`src/rtl/bnn_pkg.sv`:
```
// Shared types and constants for the BNN byte-stream loader.
package bnn_pkg;

  typedef enum logic [1:0] {
    PKT_IMG = 2'b00,
    PKT_C1  = 2'b01,
    PKT_C2  = 2'b10,
    PKT_FC  = 2'b11
  } pkt_t;

  localparam int IMG_BYTES = 98;
  localparam int W_BYTES   = 4;
  localparam int IMG_BITS  = 784;

  localparam logic [1:0] LAYER_C1 = 2'd1;
  localparam logic [1:0] LAYER_C2 = 2'd2;
  localparam logic [1:0] LAYER_FC = 2'd3;

  typedef logic [IMG_BITS-1:0] d_image_t;

  // Stream bytes are MSB-first; payload is LSB-first by pixel index.
  function automatic logic [7:0] bitrev8(input logic [7:0] b);
    for (int i = 0; i < 8; i++) bitrev8[i] = b[7-i];
  endfunction

endpackage

```
`src/rtl/bnn_img_deser.sv`:
```
// Owns the 784-bit payload: byte-wise image fill plus masked weight patches.
module bnn_img_deser
  import bnn_pkg::*;
(
  input  logic       clk,
  input  logic       rst,
  input  logic       i_we,
  input  logic [6:0] i_idx,
  input  logic [7:0] i_byte,
  input  logic       i_pwe,
  input  d_image_t   i_pmask,
  input  d_image_t   i_pval,
  output d_image_t   o_payload,
  output logic       o_done
);

  d_image_t r_payload;

  always_ff @(posedge clk) begin
    if (!rst) begin
      r_payload <= '0;
    end else if (i_pwe) begin
      r_payload <= (r_payload & ~i_pmask) | (i_pval & i_pmask);
    end else if (i_we) begin
      for (int k = 0; k < IMG_BYTES; k++)
        if (i_idx == 7'(k)) r_payload[8*k +: 8] <= bitrev8(i_byte);
    end
  end

  assign o_payload = r_payload;
  assign o_done    = i_we && (i_idx == 7'(IMG_BYTES-1));

endmodule

```
`src/rtl/bnn_stream_loader.sv`:
```
// Packet parser: image packets fill the payload, weight packets emit write strobes.
module bnn_stream_loader
  import bnn_pkg::*;
#(
  parameter int N_K1 = 90,
  parameter int N_K2 = 1080,
  parameter int N_FC = 10,
  parameter int bW   = 8
) (
  input  logic          clk,
  input  logic          rst,
  input  logic [7:0]    s_data,
  input  logic          s_valid,
  output logic          s_ready,
  output d_image_t      payload,
  output logic          image_out_valid,
  input  logic          image_out_ready,
  output logic          kernel_out_valid,
  output logic [1:0]    kernel_layer,
  output logic [10:0]   kernel_addr,
  output logic [bW-1:0] kernel_offset,
  output logic          err
);

  typedef enum logic [2:0] {S_IDLE, S_W_ADDR, S_W_OFF, S_W_BITS, S_IMG, S_IMG_HOLD} state_t;

  state_t        r_state;
  logic [6:0]    r_cnt;
  pkt_t          r_type;
  logic [10:0]   r_addr;
  logic [bW-1:0] r_off;
  logic [23:0]   r_w;
  logic          r_s_ready, r_img_vld, r_kvld, r_err;
  logic [1:0]    r_layer;
  logic [10:0]   r_kaddr;
  logic [bW-1:0] r_koff;

  logic          w_acc, w_in_range, w_last_w, w_pwe, w_img_we, w_done;
  logic [31:0]   w_w;
  d_image_t      w_pmask, w_pval;

  assign w_acc    = s_valid && r_s_ready;
  assign w_w      = {r_w, s_data};
  assign w_last_w = w_acc && (r_state == S_W_BITS) && (r_cnt == 7'(W_BYTES-1));
  assign w_pwe    = w_last_w && w_in_range;
  assign w_img_we = w_acc && (r_state == S_IMG);

  always_comb begin
    w_in_range = 1'b0;
    case (r_type)
      PKT_C1:  w_in_range = int'(r_addr) < N_K1;
      PKT_C2:  w_in_range = int'(r_addr) < N_K2;
      PKT_FC:  w_in_range = int'(r_addr) < N_FC;
      default: w_in_range = 1'b0;
    endcase
  end

  // conv kernels land as a 5x5 window at the image origin; fc rows fill pixels 0..19
  always_comb begin
    w_pmask = '0;
    w_pval  = '0;
    if (r_type == PKT_FC) begin
      for (int k = 0; k < 20; k++) begin
        w_pmask[k] = 1'b1;
        w_pval[k]  = w_w[31-k];
      end
    end else begin
      for (int i = 0; i < 5; i++)
        for (int j = 0; j < 5; j++) begin
          w_pmask[28*i+j] = 1'b1;
          w_pval[28*i+j]  = w_w[31-(5*i+j)];
        end
    end
  end

  bnn_img_deser u_deser (
    .clk       (clk),
    .rst       (rst),
    .i_we      (w_img_we),
    .i_idx     (r_cnt),
    .i_byte    (s_data),
    .i_pwe     (w_pwe),
    .i_pmask   (w_pmask),
    .i_pval    (w_pval),
    .o_payload (payload),
    .o_done    (w_done)
  );

  always_ff @(posedge clk) begin
    if (!rst) begin
      r_state   <= S_IDLE;
      r_cnt     <= '0;
      r_type    <= PKT_IMG;
      r_addr    <= '0;
      r_off     <= '0;
      r_w       <= '0;
      r_s_ready <= 1'b0;
      r_img_vld <= 1'b0;
      r_kvld    <= 1'b0;
      r_err     <= 1'b0;
      r_layer   <= '0;
      r_kaddr   <= '0;
      r_koff    <= '0;
    end else begin
      r_kvld <= 1'b0;
      r_err  <= 1'b0;
      case (r_state)
        S_IDLE: begin
          r_s_ready <= 1'b1;
          if (w_acc) begin
            if (s_data[5:3] != 3'b000) begin
              r_err <= 1'b1;
            end else begin
              r_type       <= pkt_t'(s_data[7:6]);
              r_addr[10:8] <= s_data[2:0];
              r_cnt        <= '0;
              r_state      <= (s_data[7:6] == PKT_IMG) ? S_IMG : S_W_ADDR;
            end
          end
        end
        S_W_ADDR: if (w_acc) begin
          r_addr[7:0] <= s_data;
          r_cnt       <= '0;
          r_state     <= S_W_OFF;
        end
        S_W_OFF: if (w_acc) begin
          r_off   <= bW'(s_data);
          r_cnt   <= '0;
          r_state <= S_W_BITS;
        end
        S_W_BITS: if (w_acc) begin
          if (w_last_w) begin
            r_cnt   <= '0;
            r_state <= S_IDLE;
            if (w_in_range) begin
              r_kvld  <= 1'b1;
              r_layer <= r_type;
              r_kaddr <= r_addr;
              r_koff  <= r_off;
            end else begin
              r_err <= 1'b1;
            end
          end else begin
            r_w   <= {r_w[15:0], s_data};
            r_cnt <= r_cnt + 7'd1;
          end
        end
        S_IMG: if (w_acc) begin
          if (w_done) begin
            r_cnt     <= '0;
            r_state   <= S_IMG_HOLD;
            r_img_vld <= 1'b1;
            r_s_ready <= 1'b0;
          end else begin
            r_cnt <= r_cnt + 7'd1;
          end
        end
        S_IMG_HOLD: if (image_out_ready) begin
          r_cnt     <= '0;
          r_state   <= S_IDLE;
          r_img_vld <= 1'b0;
          r_s_ready <= 1'b1;
        end
        default: r_state <= S_IDLE;
      endcase
    end
  end

  assign s_ready          = r_s_ready;
  assign image_out_valid  = r_img_vld;
  assign kernel_out_valid = r_kvld;
  assign kernel_layer     = r_layer;
  assign kernel_addr      = r_kaddr;
  assign kernel_offset    = r_koff;
  assign err              = r_err;

endmodule

```
`config.mk`:
```
export PLATFORM = sky130hd
export DESIGN_NAME = bnn_stream_loader
export DESIGN_NICKNAME = d
export VERILOG_FILES = /design/src/rtl/bnn_pkg.sv /design/src/rtl/bnn_img_deser.sv /design/src/rtl/bnn_stream_loader.sv
export SDC_FILE = /design/constraint.sdc
export NUM_CORES = 1
export LEC_CHECK = 0
export CORE_MARGIN = 10
export CORE_UTILIZATION = 25
export DETAILED_ROUTE_END_ITERATION = 16
export GPL_ROUTABILITY_DRIVEN = 0
export HOLD_SLACK_MARGIN = 0.12
export PLACE_DENSITY_LB_ADDON = 0.2
export SKIP_CTS_REPAIR_TIMING = 1
export SLEW_MARGIN = 20
export SYNTH_ARGS = -nofsm -noshare
export SYNTH_HDL_FRONTEND = slang
export SYNTH_HIERARCHICAL = 1
export SYNTH_SLANG_ARGS = --single-unit
```
`constraint.sdc`:
```
create_clock -name clk -period 9.6 [get_ports clk]
set_clock_uncertainty 0.15 [all_clocks]
set_input_delay 2.4 -clock clk [delete_from_list [all_inputs] [get_ports clk]]
set_output_delay 2.4 -clock clk [all_outputs]
set_load 0.1 [all_outputs]
```
==> results of run 1 <==
==> through the flow <==
stage | hold slack, ps | utilization [%] | power [W]
2_1_floorplan | 282.1 | - | 0.003991
3_3_place_gp | 291.8 | 34.25 | 0.004132
3_5_place_dp | 293.6 | 34.24 | 0.004137
4_1_cts | 302.0 | 36.09 | 0.008447
5_1_grt | 317.2 | 36.13 | 0.008668
6_report | 300.0 | 36.13 | 0.008327
==> power groups by stage <==
| stage | sequential [W] | combinational (W) | clock [W] |
|---|---|---|---|
| after global placement | 0.00367 | 0.000459 | 0 |
| after detailed placement | 0.00367 | 0.000464 | 0 |
| after floorplan | 0.00368 | 0.000315 | 0 |
| after global routing | 0.00359 | 0.000556 | 0.00452 |
| after CTS | 0.00359 | 0.000464 | 0.00439 |
| final | 0.00359 | 0.000476 | 0.00426 |
==> cell type report <==
type / count / area share (%)
well taps: 2624 / 4.656
repair buffers: 913 / 12.90
clock inverters: 23 / 0.3300
flip-flops and latches: 864 / 24.53
inverters: 5 / 0.02661
clock buffers: 178 / 4.768
multi-input cells: 6511 / 52.79
diodes: 1 / 0.003549
==> path summary, 6_finish.rpt <==
check	depth (start not counted)	endpoint	slack, ps	startpoint
hold / removal	2	r_w[19]$_SDFFE_PN0P_	300	r_w[19]$_SDFFE_PN0P_
setup / recovery	11	register	3380	s_valid
hold reg to reg	2	r_w[19]$_SDFFE_PN0P_	300	r_w[19]$_SDFFE_PN0P_
setup reg to reg	11	register	4270	r_cnt[1]$_SDFFE_PN0P_
==> routing by layer <==
metal / GRT usage, % / vias to the layer above
met5: 0 / -
met4: 6.369 / 0
met3: 4.885 / 263
met2: 31.14 / 1115
met1: 24.06 / 23880
li1: - / 24910
==> worst max-delay path, cell delays in order <==
cell and delay (ps):
clkdlybuf4s50_1 490, and2_1 240, nand2b_1 490, or3_1 570, a221oi_4 250, buf_12 560, nor2b_4 310, buf_4 380
buf_4 350, o21ai_0 270, mux2i_1 100
==> logic make-up (layout without fill, tap and decap cells) <==
kind of cell | Yosys count | after routing | share of synthesized area (%)
fa+ha+maj | 1 | 1 | 0.02545
xor+xnor | 6 | 6 | 0.1069
other cells | 2 | 2243 | 0.01528
flops | 864 | 864 | 35.19
compound gates | 1663 | 1663 | 23.29
mux | 805 | 805 | 16.39
simple gates | 1794 | 1794 | 18.41
buf+inv | 737 | 1119 | 6.572
==> synth_stat cells (2+ instances only) <==
| cell | instances |
|---|---|
| dfxtp_1 | 864 |
| nand2_1 | 861 |
| mux2i_1 | 805 |
| and3_1 | 803 |
| o21ai_0 | 790 |
| a32oi_1 | 774 |
| clkbuf_1 | 542 |
| buf_2 | 140 |
| a21oi_1 | 53 |
| buf_6 | 35 |
| nor2_1 | 30 |
| and2_1 | 24 |
| nand4_1 | 22 |
| o31ai_1 | 21 |
| nor2b_1 | 15 |
| a32oi_2 | 10 |
| nand3_1 | 9 |
| buf_1 | 8 |
| buf_4 | 7 |
| nor3_1 | 6 |
| xor2_1 | 6 |
| inv_1 | 4 |
| and3b_1 | 3 |
| nor3b_1 | 3 |
| o211ai_1 | 3 |
| a221oi_1 | 2 |
| and4bb_1 | 2 |
| conb_1 | 2 |
| nand3b_1 | 2 |
| nor4b_1 | 2 |
| or3_1 | 2 |
| or4_1 | 2 |
==> results by group, run 1 <==
Outcome
  – Status: complete, no violations

GRT
  – Largest net degree at the start of global routing: between 300 and 400
  – Antenna violations before repair: 5
  – First-pass GRT wire length: 317600 µm
  – Grt ovf: 0
  – GRT Overall Usage: between 10% and 20%
  – Vias in the first global route: 46350

Synthesis
  – Register area share after synthesis: 35.19%
  – Syn_area_per_cell: 8.371 µm²
  – Synth async-reset ratio: 0%
  – Main synth FF type: dfxtp_1
  – Yosys cell types: 52
  – Post-synthesis register bit count: 864
  – Synth top area share: about a third
  – Number of synthesized flops with an enable pin: 0
  – Post-Synthesis Cell Area: 0.04915 mm²
  – Synth Instances: 5872
  – Largest cells by area after synthesis: dfxtp_1 35%, mux2i_1 16%, a32oi_1 14%, and3_1 10%, o21ai_0 8.0%
  – Cell taking the most area after synthesis: dfxtp_1
  – Synth warn: 6

Clock tree
  – Clock sinks: 864
  – TritonCTS Buffers: 111
  – CTS tree: built
  – Clock Pin Slew Worst Setup and Hold Paths: around 60 ps
  – Clock Tree Root: clkbuf_16
  – Clock latency at the later pin of the worst-skew pair: approximately 760 ps
  – Max clock buf depth: 3
  – H-tree lvl count: 3

Worst setup path
  – Critical Path Start Type: input port
  – CP required: 10080 ps
  – CP Max Fanout: 177
  – CP endpoint kind: register
  – CP arrival: 6700 ps
  – Critical path class: input port to register

Min path
  – Worst hold path class: register to register

Finish
  – Seq. cell area: around 0.017 mm²
  – Area growth from synthesis to layout: 43.46%
  – Multi-input logic area: between 0.03 and 0.04 mm²
  – Most frequent cells in the layout: 2242 x conb_1, 864 x dfxtp_1, 861 x nand2_1
  – Share of cells above drive strength 1: 3.779%
  – Final Non-Filler Cells: roughly 11000
  – Commonest non-fill, non-tap cell in the layout: conb_1
  – Final instance area: 0.07052 mm²
  – Fill cells: 20280
  – Final nets: 8419

Floorplan
  – FP Rows: 162
  – Die Height: 463.4 µm
  – Die W: 463.4 µm
  – I/O pins: 821
  – Die area: 0.2148 mm²
  – Placeable Area: 0.1952 mm²
  – Initial core utilization: 25.18%

Pwr
  – Pwr/cell area: between 100 and 150 mW/mm²
  – Internal power: 0.006152 W
  – Comb power frac: 5.7%
  – Clock group share of total power: 51.1%
  – Leak pwr: 34.19 nW
  – Power share of the sequential group: between 40% and 50%
  – Switching part of the total power: a little over a quarter
  – Sw power: approximately 0.0022 W
  – Max IR drop VDD: approximately 0.13 mV

STA
  – Crit path time final: 6219 ps
  – Endpoints failing setup: 0
  – Final WS setup: 3381 ps
  – Slew margin rel.: 18.94%
  – Part of the cycle the worst path needs: 64.78%
  – Setup TNS: 0 ps
  – Maximum clock rate: between 150 and 200 MHz
  – Slew @ Worst Pin: 1212 ps
  – RSZ-0062 raised after global routing: false
  – Count of pins over their slew limit: 0
  – Final count of hold timing violations: 0

Flow run
  – Max-Cap Viols: 0

Routing
  – Total wire length: between 200000 and 250000 µm
  – Via count: ~50000
  – Post-DRT Antenna Nets: 0
  – Met3 Routed Length: approximately 14000 µm
  – Initial DRC count: around 3500
  – Vias/cell: 4.512
  – DRC: 0
  – Metal2 WL: just under 100000 µm
  – First drt pass iteration count: 5
  – Met1 WL: 96450 µm
  – Highest Signal Layer: met4
  – Drt wl/cell: 19.50 µm

Placement
  – Dpl ws: 2632 ps
  – Post-DP HPWL: 129200 µm
  – Post-Place Cells: 10910
  – Port buffer count: 820
  – Area post-placement: 0.06684 mm²
(Power assumes the default switching activity.)
==> inputs of run 2 (changes only) <==
==> constraint.sdc (replaced) <==
create_clock -name clk -period 5.85 [get_ports clk]
set_clock_uncertainty 0.15 [all_clocks]
set_input_delay 1.4625 -clock clk [delete_from_list [all_inputs] [get_ports clk]]
set_output_delay 1.4625 -clock clk [all_outputs]
set_load 0.1 [all_outputs]
==> results by group, run 2 (synthesized netlist as in run 1, its figures left out) <==
Worst setup path
  – CP required: ~6400 ps
  – Reg2reg path depth: 11
  – Cell mode on critical path: buf_4
  – Delay-heaviest family, CP: buffers and inverters
  – CP endpoint kind: register
  – Crit path largest cell delay: 610 ps
  – Slowest CP cell: buf_4
  – Critical path class: input port to register
  – R2r setup slk: roughly 1600 ps
  – FF-to-FF Start: r_cnt[1]$_SDFFE_PN0P_
  – Critical Path Start Type: input port
  – CP Max Fanout: 73
  – Worst path bufs/invs: 4
  – Worst-path cell chain: clkdlybuf4s50_1, and2_1, nand2b_1, buf_4, or3_1, a221oi_4, buf_12, buf_4, and3_1, o21ai_0, mux2i_1
  – CP arrival: a little over 5000 ps

Routing
  – First drt pass iteration count: 7
  – Via count: 50410
  – Post-DRT Antenna Nets: 0
  – Total wire length: 218200 µm
  – DRC: 0
  – Initial DRC count: about 3500
  – Vias/cell: 4.531
  – Drt wl/cell: 19.62 µm

Clock tree
  – TritonCTS Buffers: 110
  – H-tree lvl count: 3
  – Clock Tree Root: clkbuf_16
  – Clock sinks: approximately 860
  – Clock latency at the later pin of the worst-skew pair: 740 ps
  – Clock Pin Slew Worst Setup and Hold Paths: 60 ps
  – Max clock buf depth: 3
  – CTS tree: built

GRT
  – Antenna violations before repair: 4
  – Largest net degree at the start of global routing: 306
  – First-pass GRT wire length: 321200 µm
  – Vias in the first global route: 46990
  – GRT Overall Usage: 19.23%
  – Grt ovf: 0

Pwr
  – Internal power: 0.01037 W
  – Clock group share of total power: 52.0%
  – Sw power: 0.003551 W
  – Power share of the sequential group: 42.4%
  – Switching part of the total power: around a quarter
  – Pwr/cell area: 196.1 mW/mm²
  – Max IR drop VDD: 0.1980 mV
  – Tot Pwr: 0.01392 W
  – Comb power frac: 5.7%
  – Leak pwr: 34.39 nW

Finish
  – Seq. cell area: 0.01730 mm²
  – Final nets: 8419
  – Fill cells: roughly 20000
  – Commonest non-fill, non-tap cell in the layout: conb_1
  – Final instance area: roughly 0.071 mm²
  – Final Util: 36.37%
  – Multi-input logic area: 0.03722 mm²
  – Area growth from synthesis to layout: 44.41%
  – Most frequent cells in the layout: 2242 x conb_1, 864 x dfxtp_1, 861 x nand2_1
  – Share of cells above drive strength 1: 3.954%

Placement
  – Area post-placement: 0.06715 mm²
  – Port buffer count: 820
  – Post-DP HPWL: 129900 µm

Floorplan
  – Die Height: between 400 and 500 µm
  – FP Rows: 162
  – I/O pins: 821
  – Placeable Area: 0.1952 mm²
  – Die W: 463.4 µm
  – Die area: 0.2148 mm²
  – Initial core utilization: 25.18%

Min path
  – Worst hold path class: register to register
  – Hold Path Stages: 2

STA
  – Part of the cycle the worst path needs: 77.17%
  – Crit path time final: 4515 ps
  – RSZ-0062 raised after global routing: false
  – Final count of hold timing violations: 0
  – Maximum clock rate: 221.5 MHz
  – Slew margin rel.: a little under a fifth
  – Endpoints failing setup: 0
  – Count of pins over their slew limit: 0
  – Slew @ Worst Pin: about 1200 ps
  – Setup TNS: 0 ps

Outcome
  – Status: complete, no violations

Flow run
  – Max-Cap Viols: 0
-- run 2: changes by cell type in the layout (fill, tap and decap cells not counted) --
cell / change
buf_12: +21
buf_16: +1
buf_2: +3
buf_4: -24
bufinv_16: +5
clkbuf_1: -12
clkbuf_8: +5
clkinv_2: +10
clkinvlp_4: -1
diode_2: +3
inv_2: -1
inv_6: -4
-- run 2: layout make-up --
cell class                 count  area share, %
antenna                        4        0.01410
clock buffer                 171          4.770
clock inverter                32         0.5429
inverter                       5        0.02820
multi-input combinational   6511          52.44
sequential                   864          24.37
tap                         2624          4.625
timing repair buffer         914          13.21
-- run 2: tightest hold or removal path, delay by kind of cell (launching register included) --
family	cells	cell delay, ps
mux	1	50
flops	1	310
simple gates	1	50
-- run 2: power by group through the flow --
stage	clock network, W	registers (W)	logic (W)
after floorplan	0	0.00603	0.000517
after global placement	0	0.00603	0.000759
after detailed placement	0	0.00603	0.000769
after CTS	0.00746	0.00590	0.000769
after global routing	0.00766	0.00590	0.000925
final	0.00723	0.00590	0.000788
-- run 2: worst max path at each step --
stage                to  cells past startpoint  startpoint  slack (ps)
3_5_place_dp   register                     11     s_valid         630
5_1_grt        register                     11     s_valid        1210
4_1_cts        register                     11     s_valid        1470
2_1_floorplan  register                     12     s_valid        1760
6_report       register                     11     s_valid        1340
3_3_place_gp   register                     11     s_valid         570
-- run 2: per-stage QoR --
step	cells	hold WS, ps	setup WS (ps)
floorplan	8112	282.1	1762
global placement	10920	288.9	572.2
detailed placement	10920	300.8	634.8
CTS	11120	308.9	1475
global route	11120	324.4	1213
finish	11130	307.3	1335
-- run 2: routing by layer --
layer | GRT usage [%] | share of wire (%) | routed length (µm)
met4 | 8.004 | 4.3 | 9368
met3 | 4.974 | 6.9 | 15040
met2 | 31.18 | 45 | 98640
met5 | 0 | 0 | 0
met1 | 24.10 | 44 | 95190
